--- src/rtl/fir_seq_pkg.sv ---
// Shared types, default widths and the shift-and-saturate helper for the
// FIR tap sequencer.
package fir_seq_pkg;

    localparam int DEF_NUM_TAPS  = 32;
    localparam int DEF_DATA_W    = 16;
    localparam int DEF_COEF_W    = 16;
    localparam int DEF_ACC_W     = 40;
    localparam int DEF_OUT_SHIFT = 15;

    typedef enum logic [2:0] {
        CLEAR  = 3'd0,
        IDLE   = 3'd1,
        WRITE  = 3'd2,
        READ   = 3'd3,
        DRAIN  = 3'd4,
        OUTPUT = 3'd5
    } state_t;

    // Arithmetic shift, then clamp into the signed DATA_W range.
    function automatic logic [DEF_DATA_W-1:0] sat_shift(
        input logic signed [DEF_ACC_W-1:0] acc,
        input int                          shift
    );
        logic signed [DEF_ACC_W-1:0] sh;
        logic [DEF_ACC_W-DEF_DATA_W:0] top;
        sh  = acc >>> shift;
        top = sh[DEF_ACC_W-1:DEF_DATA_W-1];
        if (top == '0 || top == '1) begin
            sat_shift = sh[DEF_DATA_W-1:0];
        end else if (sh[DEF_ACC_W-1]) begin
            sat_shift = {1'b1, {(DEF_DATA_W-1){1'b0}}};
        end else begin
            sat_shift = {1'b0, {(DEF_DATA_W-1){1'b1}}};
        end
    endfunction

endpackage

--- src/rtl/fir_mac_unit.sv ---
// Signed multiply-accumulate with clear/enable and a saturating result
// register loaded on the last tap.
module fir_mac_unit
    import fir_seq_pkg::*;
#(
    parameter int DATA_W    = DEF_DATA_W,
    parameter int COEF_W    = DEF_COEF_W,
    parameter int ACC_W     = DEF_ACC_W,
    parameter int OUT_SHIFT = DEF_OUT_SHIFT
) (
    input  logic              clk,
    input  logic              rst_n,
    input  logic              clr,
    input  logic              en,
    input  logic              last,
    input  logic [DATA_W-1:0] smp,
    input  logic [COEF_W-1:0] coef,
    output logic [DATA_W-1:0] result,
    output logic              result_valid
);

    localparam int PROD_W = DATA_W + COEF_W;

    logic signed [PROD_W-1:0] smp_x;
    logic signed [PROD_W-1:0] coef_x;
    logic signed [PROD_W-1:0] prod;
    logic signed [ACC_W-1:0]  acc;
    logic signed [ACC_W-1:0]  acc_next;
    logic [DATA_W-1:0]        sat_val;

    assign smp_x    = {{COEF_W{smp[DATA_W-1]}}, smp};
    assign coef_x   = {{DATA_W{coef[COEF_W-1]}}, coef};
    assign prod     = smp_x * coef_x;
    assign acc_next = acc + {{(ACC_W-PROD_W){prod[PROD_W-1]}}, prod};

    // The result register samples acc_next so the final tap lands in the
    // same edge that raises result_valid.
    generate
        if (DATA_W == DEF_DATA_W && ACC_W == DEF_ACC_W) begin : g_pkg_sat
            assign sat_val = sat_shift(acc_next, OUT_SHIFT);
        end else begin : g_gen_sat
            logic signed [ACC_W-1:0] shifted;
            logic [ACC_W-DATA_W:0]   top;
            always_comb begin
                shifted = acc_next >>> OUT_SHIFT;
                top     = shifted[ACC_W-1:DATA_W-1];
                if (top == '0 || top == '1) begin
                    sat_val = shifted[DATA_W-1:0];
                end else if (shifted[ACC_W-1]) begin
                    sat_val = {1'b1, {(DATA_W-1){1'b0}}};
                end else begin
                    sat_val = {1'b0, {(DATA_W-1){1'b1}}};
                end
            end
        end
    endgenerate

    always_ff @(posedge clk or negedge rst_n) begin
        if (!rst_n) begin
            acc          <= '0;
            result       <= '0;
            result_valid <= 1'b0;
        end else begin
            result_valid <= en & last;
            if (clr) begin
                acc <= '0;
            end else if (en) begin
                acc <= acc_next;
            end
            if (en && last) begin
                result <= sat_val;
            end
        end
    end

endmodule

--- src/rtl/fir_tap_sequencer.sv ---
// Per-strobe FIR sequencer: synchronises the sample strobe, writes the sample
// ring, walks every tap through the MAC and reports dropped strobes.
module fir_tap_sequencer
    import fir_seq_pkg::*;
#(
    parameter int  NUM_TAPS  = DEF_NUM_TAPS,
    parameter int  DATA_W    = DEF_DATA_W,
    parameter int  COEF_W    = DEF_COEF_W,
    parameter int  ACC_W     = DEF_ACC_W,
    parameter int  OUT_SHIFT = DEF_OUT_SHIFT,
    localparam int ADDR_W    = $clog2(NUM_TAPS)
) (
    input  logic              clk,
    input  logic              rst_n,
    input  logic              enable,
    input  logic              sample_strobe,
    input  logic [DATA_W-1:0] sample_in,
    output logic              smp_we,
    output logic [ADDR_W-1:0] smp_addr,
    output logic [DATA_W-1:0] smp_wdata,
    input  logic [DATA_W-1:0] smp_rdata,
    output logic [ADDR_W-1:0] coef_addr,
    input  logic [COEF_W-1:0] coef_rdata,
    output logic [DATA_W-1:0] result,
    output logic              result_valid,
    output logic              busy,
    output logic [9:0]        overrun_cnt,
    output logic [2:0]        state_dbg
);

    localparam logic [ADDR_W-1:0] LAST_IDX = ADDR_W'(NUM_TAPS - 1);
    localparam logic [ADDR_W-1:0] ADDR_ONE = {{(ADDR_W-1){1'b0}}, 1'b1};

    state_t            state;
    state_t            state_next;
    logic              sync1, sync2, sync3;
    logic              rise;
    logic              take;
    logic [ADDR_W-1:0] cnt;
    logic [ADDR_W-1:0] wr_ptr;
    logic [DATA_W-1:0] sample_q;
    logic              tap_vld_d;
    logic              tap_last_d;
    logic              in_flight;

    assign rise      = sync2 & ~sync3;
    assign take      = rise & enable;
    assign busy      = (state != IDLE);
    assign state_dbg = state;
    assign in_flight = (state == WRITE) || (state == READ) ||
                       (state == DRAIN) || (state == OUTPUT);

    always_comb begin
        state_next = state;
        smp_we     = 1'b0;
        smp_addr   = '0;
        smp_wdata  = '0;
        coef_addr  = '0;
        case (state)
            CLEAR: begin
                smp_we   = 1'b1;
                smp_addr = cnt;
                if (cnt == LAST_IDX) state_next = IDLE;
            end
            IDLE: begin
                if (take) state_next = WRITE;
            end
            WRITE: begin
                smp_we     = 1'b1;
                smp_addr   = wr_ptr;
                smp_wdata  = sample_q;
                state_next = READ;
            end
            READ: begin
                // Newest sample sits at wr_ptr, so tap k looks k slots back.
                smp_addr  = wr_ptr - cnt;
                coef_addr = cnt;
                if (cnt == LAST_IDX) state_next = DRAIN;
            end
            DRAIN:   state_next = OUTPUT;
            OUTPUT:  state_next = IDLE;
            default: state_next = CLEAR;
        endcase
    end

    always_ff @(posedge clk or negedge rst_n) begin
        if (!rst_n) begin
            state       <= CLEAR;
            sync1       <= 1'b0;
            sync2       <= 1'b0;
            sync3       <= 1'b0;
            cnt         <= '0;
            wr_ptr      <= '0;
            sample_q    <= '0;
            tap_vld_d   <= 1'b0;
            tap_last_d  <= 1'b0;
            overrun_cnt <= '0;
        end else begin
            sync1      <= sample_strobe;
            sync2      <= sync1;
            sync3      <= sync2;
            state      <= state_next;
            tap_vld_d  <= (state == READ);
            tap_last_d <= (state == READ) && (cnt == LAST_IDX);
            if (state == CLEAR || state == READ) begin
                cnt <= cnt + ADDR_ONE;
            end else begin
                cnt <= '0;
            end
            if (state == IDLE && take) begin
                sample_q <= sample_in;
            end
            if (state == OUTPUT) begin
                wr_ptr <= wr_ptr + ADDR_ONE;
            end
            if (in_flight && take && overrun_cnt != 10'h3FF) begin
                overrun_cnt <= overrun_cnt + 10'd1;
            end
        end
    end

    // result_valid is a one-cycle pulse with no backpressure; result holds
    // its value until the next pulse.
    fir_mac_unit #(
        .DATA_W   (DATA_W),
        .COEF_W   (COEF_W),
        .ACC_W    (ACC_W),
        .OUT_SHIFT(OUT_SHIFT)
    ) u_mac (
        .clk         (clk),
        .rst_n       (rst_n),
        .clr         (state == WRITE),
        .en          (tap_vld_d),
        .last        (tap_last_d),
        .smp         (smp_rdata),
        .coef        (coef_rdata),
        .result      (result),
        .result_valid(result_valid)
    );

endmodule

--- config.mk ---
export PLATFORM = sky130hd
export DESIGN_NAME = fir_tap_sequencer
export DESIGN_NICKNAME = d
export VERILOG_FILES = /design/src/rtl/fir_seq_pkg.sv /design/src/rtl/fir_mac_unit.sv /design/src/rtl/fir_tap_sequencer.sv
export SDC_FILE = /design/constraint.sdc
export NUM_CORES = 1
export LEC_CHECK = 0
export CELL_PAD_IN_SITES_DETAIL_PLACEMENT = 2
export CELL_PAD_IN_SITES_GLOBAL_PLACEMENT = 2
export CORE_MARGIN = 3
export CORE_UTILIZATION = 40
export CTS_CLUSTER_SIZE = 20
export DETAILED_ROUTE_END_ITERATION = 8
export PLACE_DENSITY_LB_ADDON = 0.3
export SYNTH_ARGS = -nofsm -noshare
export SYNTH_HDL_FRONTEND = slang
export SYNTH_HIERARCHICAL = 1
export SYNTH_SLANG_ARGS = --single-unit
--- constraint.sdc ---
create_clock -name clk -period 8.2 [get_ports clk]
set_input_delay 0.82 -clock clk [delete_from_list [all_inputs] [get_ports clk]]
set_output_delay 0.82 -clock clk [all_outputs]
set_load 0.005 [all_outputs]
==> flow_metrics.py, run 1 <==
metrics = {
    "global_routing": {
        "grt_max_degree": 80,
        "antenna_found_initial": 6,
        "grt-ovfl-total": 508,
        "track_usage_pct": 80.12,
    },
    "die": {
        "initial_core_util_pct": 41.03,
        "num_io_pins": 110,
        "rows": 74,
        "die_w_um": 211.8,
        "die_h_um": 211.8,
    },
    "status": {
        "lastStage": "5_1_grt",
        "status": "stopped before the end",
        "tool.error": "[ERROR GRT-0232] Routing congestion too high. Check the congestion heatmap in the GUI.",
    },
    "synth": {
        "syn-instance-count": 1849,
        "yosys_warnings": 6,
        "netlist_area_um2": 16950,
        "synth_flop_cell": "dfrtp_1",
        "ys_seq_elements": 101,
        "async_flop_share_pct": 100.0,
        "yosysUniqueCellTypes": 76,
        "syn-num-nets": 2294,
        "synth_edf_count": 0,
        "yosysSeqAreaShare_pct": 14.92,
        "post_synth.cell_area_avg_um2": 9.164,
    },
    "placed_design": {
        "hpwl_mm": 60.42,
        "dp.cells": 2708,
        "routabilityCongestion": 0.8471,
        "io_buffers": 109,
    },
    "clock_tree": {
        "ctsHoldBuffers": 0,
        "cts_sinks": 101,
        "clockRootBuffer": "clkbuf_16",
        "h-tree-depth": 3,
        "clk_path_buf_depth": 2,
        "cts_made_buffers": 9,
    },
    "timing": {
        "endpoint_type": "register data pin",
        "grt_worst_setup_endpoint": "u_mac/result[12]$_DFFE_PN0P_/D",
    },
}
logic make-up after synthesis:
family                   Yosys count  share of synthesized area (%)
flip-flops                       101                          14.92
buffers and inverters            397                          9.053
XOR/XNOR                          80                          4.135
adder cells (fa/ha/maj)          393                          40.71
AND/OR/NAND/NOR                  554                          16.55
AO/OA/AOI/OAI                    261                          10.72
multiplexers                      63                          3.906
cells in the mapped netlist, types with 3 or more instances:
| library cell | instances | area (µm²) |
|---|---|---|
| nor2_1 | 113 | 424.2 |
| o31a_1 | 3 | 26.28 |
| and4_1 | 5 | 43.79 |
| clkbuf_1 | 62 | 232.7 |
| nor3b_1 | 4 | 30.03 |
| inv_1 | 323 | 1212 |
| o211ai_1 | 7 | 52.55 |
| or3_1 | 5 | 31.28 |
| buf_2 | 3 | 15.01 |
| dfrtp_1 | 101 | 2527 |
| o21ai_0 | 39 | 195.2 |
| o21bai_1 | 13 | 97.59 |
| o211a_1 | 3 | 30.03 |
| or2_2 | 5 | 31.28 |
| o22ai_2 | 10 | 125.1 |
| xor2_1 | 23 | 201.4 |
| nand4_1 | 19 | 118.9 |
| nand3b_1 | 6 | 45.04 |
| buf_1 | 6 | 22.52 |
| a22oi_1 | 4 | 30.03 |
| nor3_1 | 17 | 85.08 |
| o31ai_1 | 5 | 37.54 |
| a21o_1 | 36 | 270.3 |
| and3_1 | 28 | 175.2 |
| nor2b_1 | 12 | 75.07 |
| a21oi_1 | 66 | 330.3 |
| a211oi_1 | 13 | 97.59 |
| nand2_1 | 165 | 619.3 |
| a31oi_1 | 12 | 75.07 |
| xnor2_1 | 57 | 499.2 |
| o22ai_1 | 6 | 37.54 |
| nand2b_1 | 11 | 68.82 |
| fa_1 | 264 | 5285 |
| and2_1 | 133 | 832.1 |
| ha_1 | 129 | 1614 |
| a311o_1 | 4 | 40.04 |
| mux2_2 | 23 | 259.0 |
| a221o_1 | 4 | 40.04 |
| o21a_1 | 12 | 90.09 |
| a21boi_0 | 4 | 30.03 |
| or4_1 | 3 | 22.52 |
| mux2i_1 | 38 | 380.4 |
| nand3_1 | 14 | 70.07 |
metrics by stage:
| step | setup WS (ns) | area (µm²) | util [%] |
|---|---|---|---|
| after floorplan | -0.5009 | 17260 | - |
| after global placement | -1.556 | 21050 | 50.98 |
| after detailed placement | -2.133 | 21050 | 50.98 |
| after CTS | -1.238 | 23330 | 56.49 |
metal layers:
| layer | GRT overflow | track usage, % |
|---|---|---|
| met1 | 4 | 77.73 |
| met2 | 297 | 96.28 |
| met3 | 7 | 66.38 |
| met4 | 199 | 85.66 |
| met5 | 1 | 25.75 |
what timing repair did:
item | 4_1_cts
buffers inserted | 97
cloned | 5
pin swaps | 171
gates resized for setup | 381
setup endpoints to repair | 41
==> run 2: changes to the inputs <==
--- a/config.mk
+++ b/config.mk
@@ -5,13 +5,10 @@
 export SDC_FILE = /design/constraint.sdc
 export NUM_CORES = 1
 export LEC_CHECK = 0
-export CELL_PAD_IN_SITES_DETAIL_PLACEMENT = 2
-export CELL_PAD_IN_SITES_GLOBAL_PLACEMENT = 2
 export CORE_MARGIN = 3
-export CORE_UTILIZATION = 40
-export CTS_CLUSTER_SIZE = 20
+export CORE_UTILIZATION = 25
 export DETAILED_ROUTE_END_ITERATION = 8
-export PLACE_DENSITY_LB_ADDON = 0.3
+export PLACE_DENSITY_LB_ADDON = 0.15
 export SYNTH_ARGS = -nofsm -noshare
 export SYNTH_HDL_FRONTEND = slang
 export SYNTH_HIERARCHICAL = 1
==> run 2 against run 1 <==
The flow now finishes, with violations (negative setup slack); synthesized cell count did not move; area after synthesis stayed put.
==> flow_metrics.py, run 2 <==
metrics = {
    "clock_tree": {
        "cts_tree": "done",
        "cts_sinks": 101,
        "clk_path_buf_depth": 2,
        "cts_made_buffers": 9,
        "clk_latency_ns": 0.36,
        "clkTransAtPathRegs_ns": 0.08,
        "h-tree-depth": 3,
        "clockRootBuffer": "clkbuf_16",
        "ctsHoldBuffers": 0,
    },
    "timing": {
        "clock_skew_ns": 0.01508,
        "fin_ws_ns": -0.7517,
        "worst_slew_pin_slew_ns": 1.163,
        "max_slew_margin_pct": 22.46,
        "drv_slew": 0,
        "post-route-min-period_ns": 8.952,
        "fin_crit_sh_pct": 109.2,
        "max_freq_mhz": 111.7,
        "rsz0062_at_grt": "true",
        "finalSetupViolCount": 19,
        "finalHoldViolations": 0,
    },
    "critical_path": {
        "r2r-end": "u_mac/result[12]",
        "r2r_start": "u_mac/acc[10]",
        "r2r_cells": 12,
        "worstSetupEndpointType": "flip-flop",
        "crit_type": "primary input to flip-flop",
        "cp-start-kind": "primary input",
        "rrSetupSlack_ns": 4.31,
        "crit_arrival_ns": 9.19,
        "critical-path-max-stage-delay_ns": 0.59,
        "required_ns": 8.44,
        "cp_num_buf_inv": 9,
        "slowest_stage": "fa_1",
        "cp_common_cell": "fa_1",
        "critPathTopFamily": "adder cells",
        "crit_path_max_fanout": 7,
    },
    "synth": {
        "yosys-top-cells-count": "inv_1, fa_1, nand2_1",
        "ys_top_cells_by_area": "fa_1, dfrtp_1, ha_1",
        "syn-instance-count": 1849,
        "yosys_warnings": 6,
        "synth_top_area_share_pct": 31.19,
        "post_synth.cell_area_avg_um2": 9.164,
        "netlist_area_um2": 16950,
        "ys_seq_elements": 101,
        "syn-num-nets": 2294,
        "yosysSeqAreaShare_pct": 14.92,
        "yosysMostFrequentCell": "inv_1",
        "yosysUniqueCellTypes": 76,
        "synth_top_cell_by_area": "fa_1",
        "async_flop_share_pct": 100.0,
        "synth_flop_cell": "dfrtp_1",
        "synth_edf_count": 0,
    },
    "routing": {
        "wirelength_mm": 50.87,
        "post_drt_wl_per_cell_um": 16.11,
        "drc_errors": 0,
        "vias": 13990,
        "dr.pass1.iters": 5,
        "ant_nets": 0,
        "drt_iter0_drc": 493,
        "viasPerCell": 4.428,
    },
    "finish": {
        "top_regs": "u_mac/acc (40), sample_q (16), u_mac/result (16)",
        "largest_register": "u_mac/acc",
        "layout_commonest_cell": "buf_4",
        "drive_gt1_share_pct": 29.64,
        "nNetsFinal": 2734,
        "final_util_pct": 35.72,
        "num_antenna_cells": 0,
        "synthToLayoutAreaGrowth_pct": 40.09,
        "largest_reg_flops": 40,
        "mostFrequentLayoutCells": "buf_4, inv_1, fa_1",
    },
    "global_routing": {
        "antenna_found_initial": 0,
        "grt_max_degree": 64,
        "track_usage_pct": 14.81,
        "grt-ovfl-total": 0,
        "grt_pass1_vias": 15280,
        "grt_pass1_wl_mm": 84.14,
    },
    "run": {
        "maxCapViolCount": 0,
    },
    "placed_design": {
        "io_buffers": 109,
        "hpwl_mm": 40.29,
        "dp_slack_ns": -1.623,
        "routabilityCongestion": 0.8291,
    },
    "min_path": {
        "hold_class": "flip-flop to flip-flop",
        "holdPathEnd": "sync2",
        "hp-start": "sync1",
        "hold_depth": 0,
    },
    "die": {
        "die_h_um": 266.3,
        "initial_core_util_pct": 25.50,
        "die_w_um": 266.3,
        "fp.dieArea_um2": 70940,
        "core_um2": 66450,
        "num_io_pins": 110,
        "rows": 94,
    },
    "status": {
        "violations": "negative setup slack",
        "status": "complete, but fails checks",
    },
}
[run 2: worst max-delay path by stage]
stage | startpoint | depth (start not counted) | endpoint | slack [ns]
2_1_floorplan | smp_rdata[15] | 33 | u_mac/result[10] | -0.50
3_3_place_gp | smp_rdata[7] | 34 | u_mac/result[9] | -1.69
3_5_place_dp | smp_rdata[7] | 34 | u_mac/result[4] | -1.62
4_1_cts | smp_rdata[6] | 35 | u_mac/result[0] | -0.75
5_1_grt | smp_rdata[13] | 33 | u_mac/result[5] | -1.00
6_report | smp_rdata[7] | 32 | u_mac/result[12] | -0.75
[run 2: repair_timing]
action                                  CTS  global route
gates resized for setup                 269            99
endpoints found under the setup margin   34            33
pin swaps                                73            51
setup buffers                            40            20
gates cloned                             15             0
[run 2: cell families (layout without fill, tap and decap cells)]
logic type	after synthesis	in the layout	share of synthesized area (%)
multiplexers	63	63	3.906
adder cells (fa/ha/maj)	393	393	40.71
AND/OR/NAND/NOR	554	554	16.55
XOR/XNOR	80	80	4.135
buffers and inverters	397	842	9.053
flip-flops	101	101	14.92
AO/OA/AOI/OAI	261	261	10.72
[run 2: layer usage]
layer	share of wire, %	global-route usage (%)	vias to the layer above
met5	0	0	-
met2	49	25.36	169
met3	2.1	1.247	36
met1	48	20.53	6987
met4	1.6	2.964	0
li1	-	-	6793
[run 2: cell type report]
class | count | area, µm²
sequential | 101 | 2529
timing repair buffer | 503 | 4753
fill | 6787 | 42710
tap | 864 | 1081
clock inverter | 5 | 41.29
multi-input combinational | 1351 | 13860
clock buffer | 11 | 252.7
inverter | 323 | 1219
[run 2: metrics by stage]
stage / TNS (ns) / cells / hold slack, ns / area (µm²)
after global routing: -17.37 / 3158 / 0.3686 / 23740
final: -12.02 / 3158 / 0.3524 / 23740
after detailed placement: -38.47 / 3073 / 0.3418 / 21820
after floorplan: -6.899 / 1849 / 0.3312 / 17260
after CTS: -11.60 / 3143 / 0.3588 / 23180
after global placement: -40.03 / 3073 / 0.3354 / 21820
Power of run 2 is not shown: default switching activity piles up to over one toggle a cycle in this logic, so the estimate is an artifact.
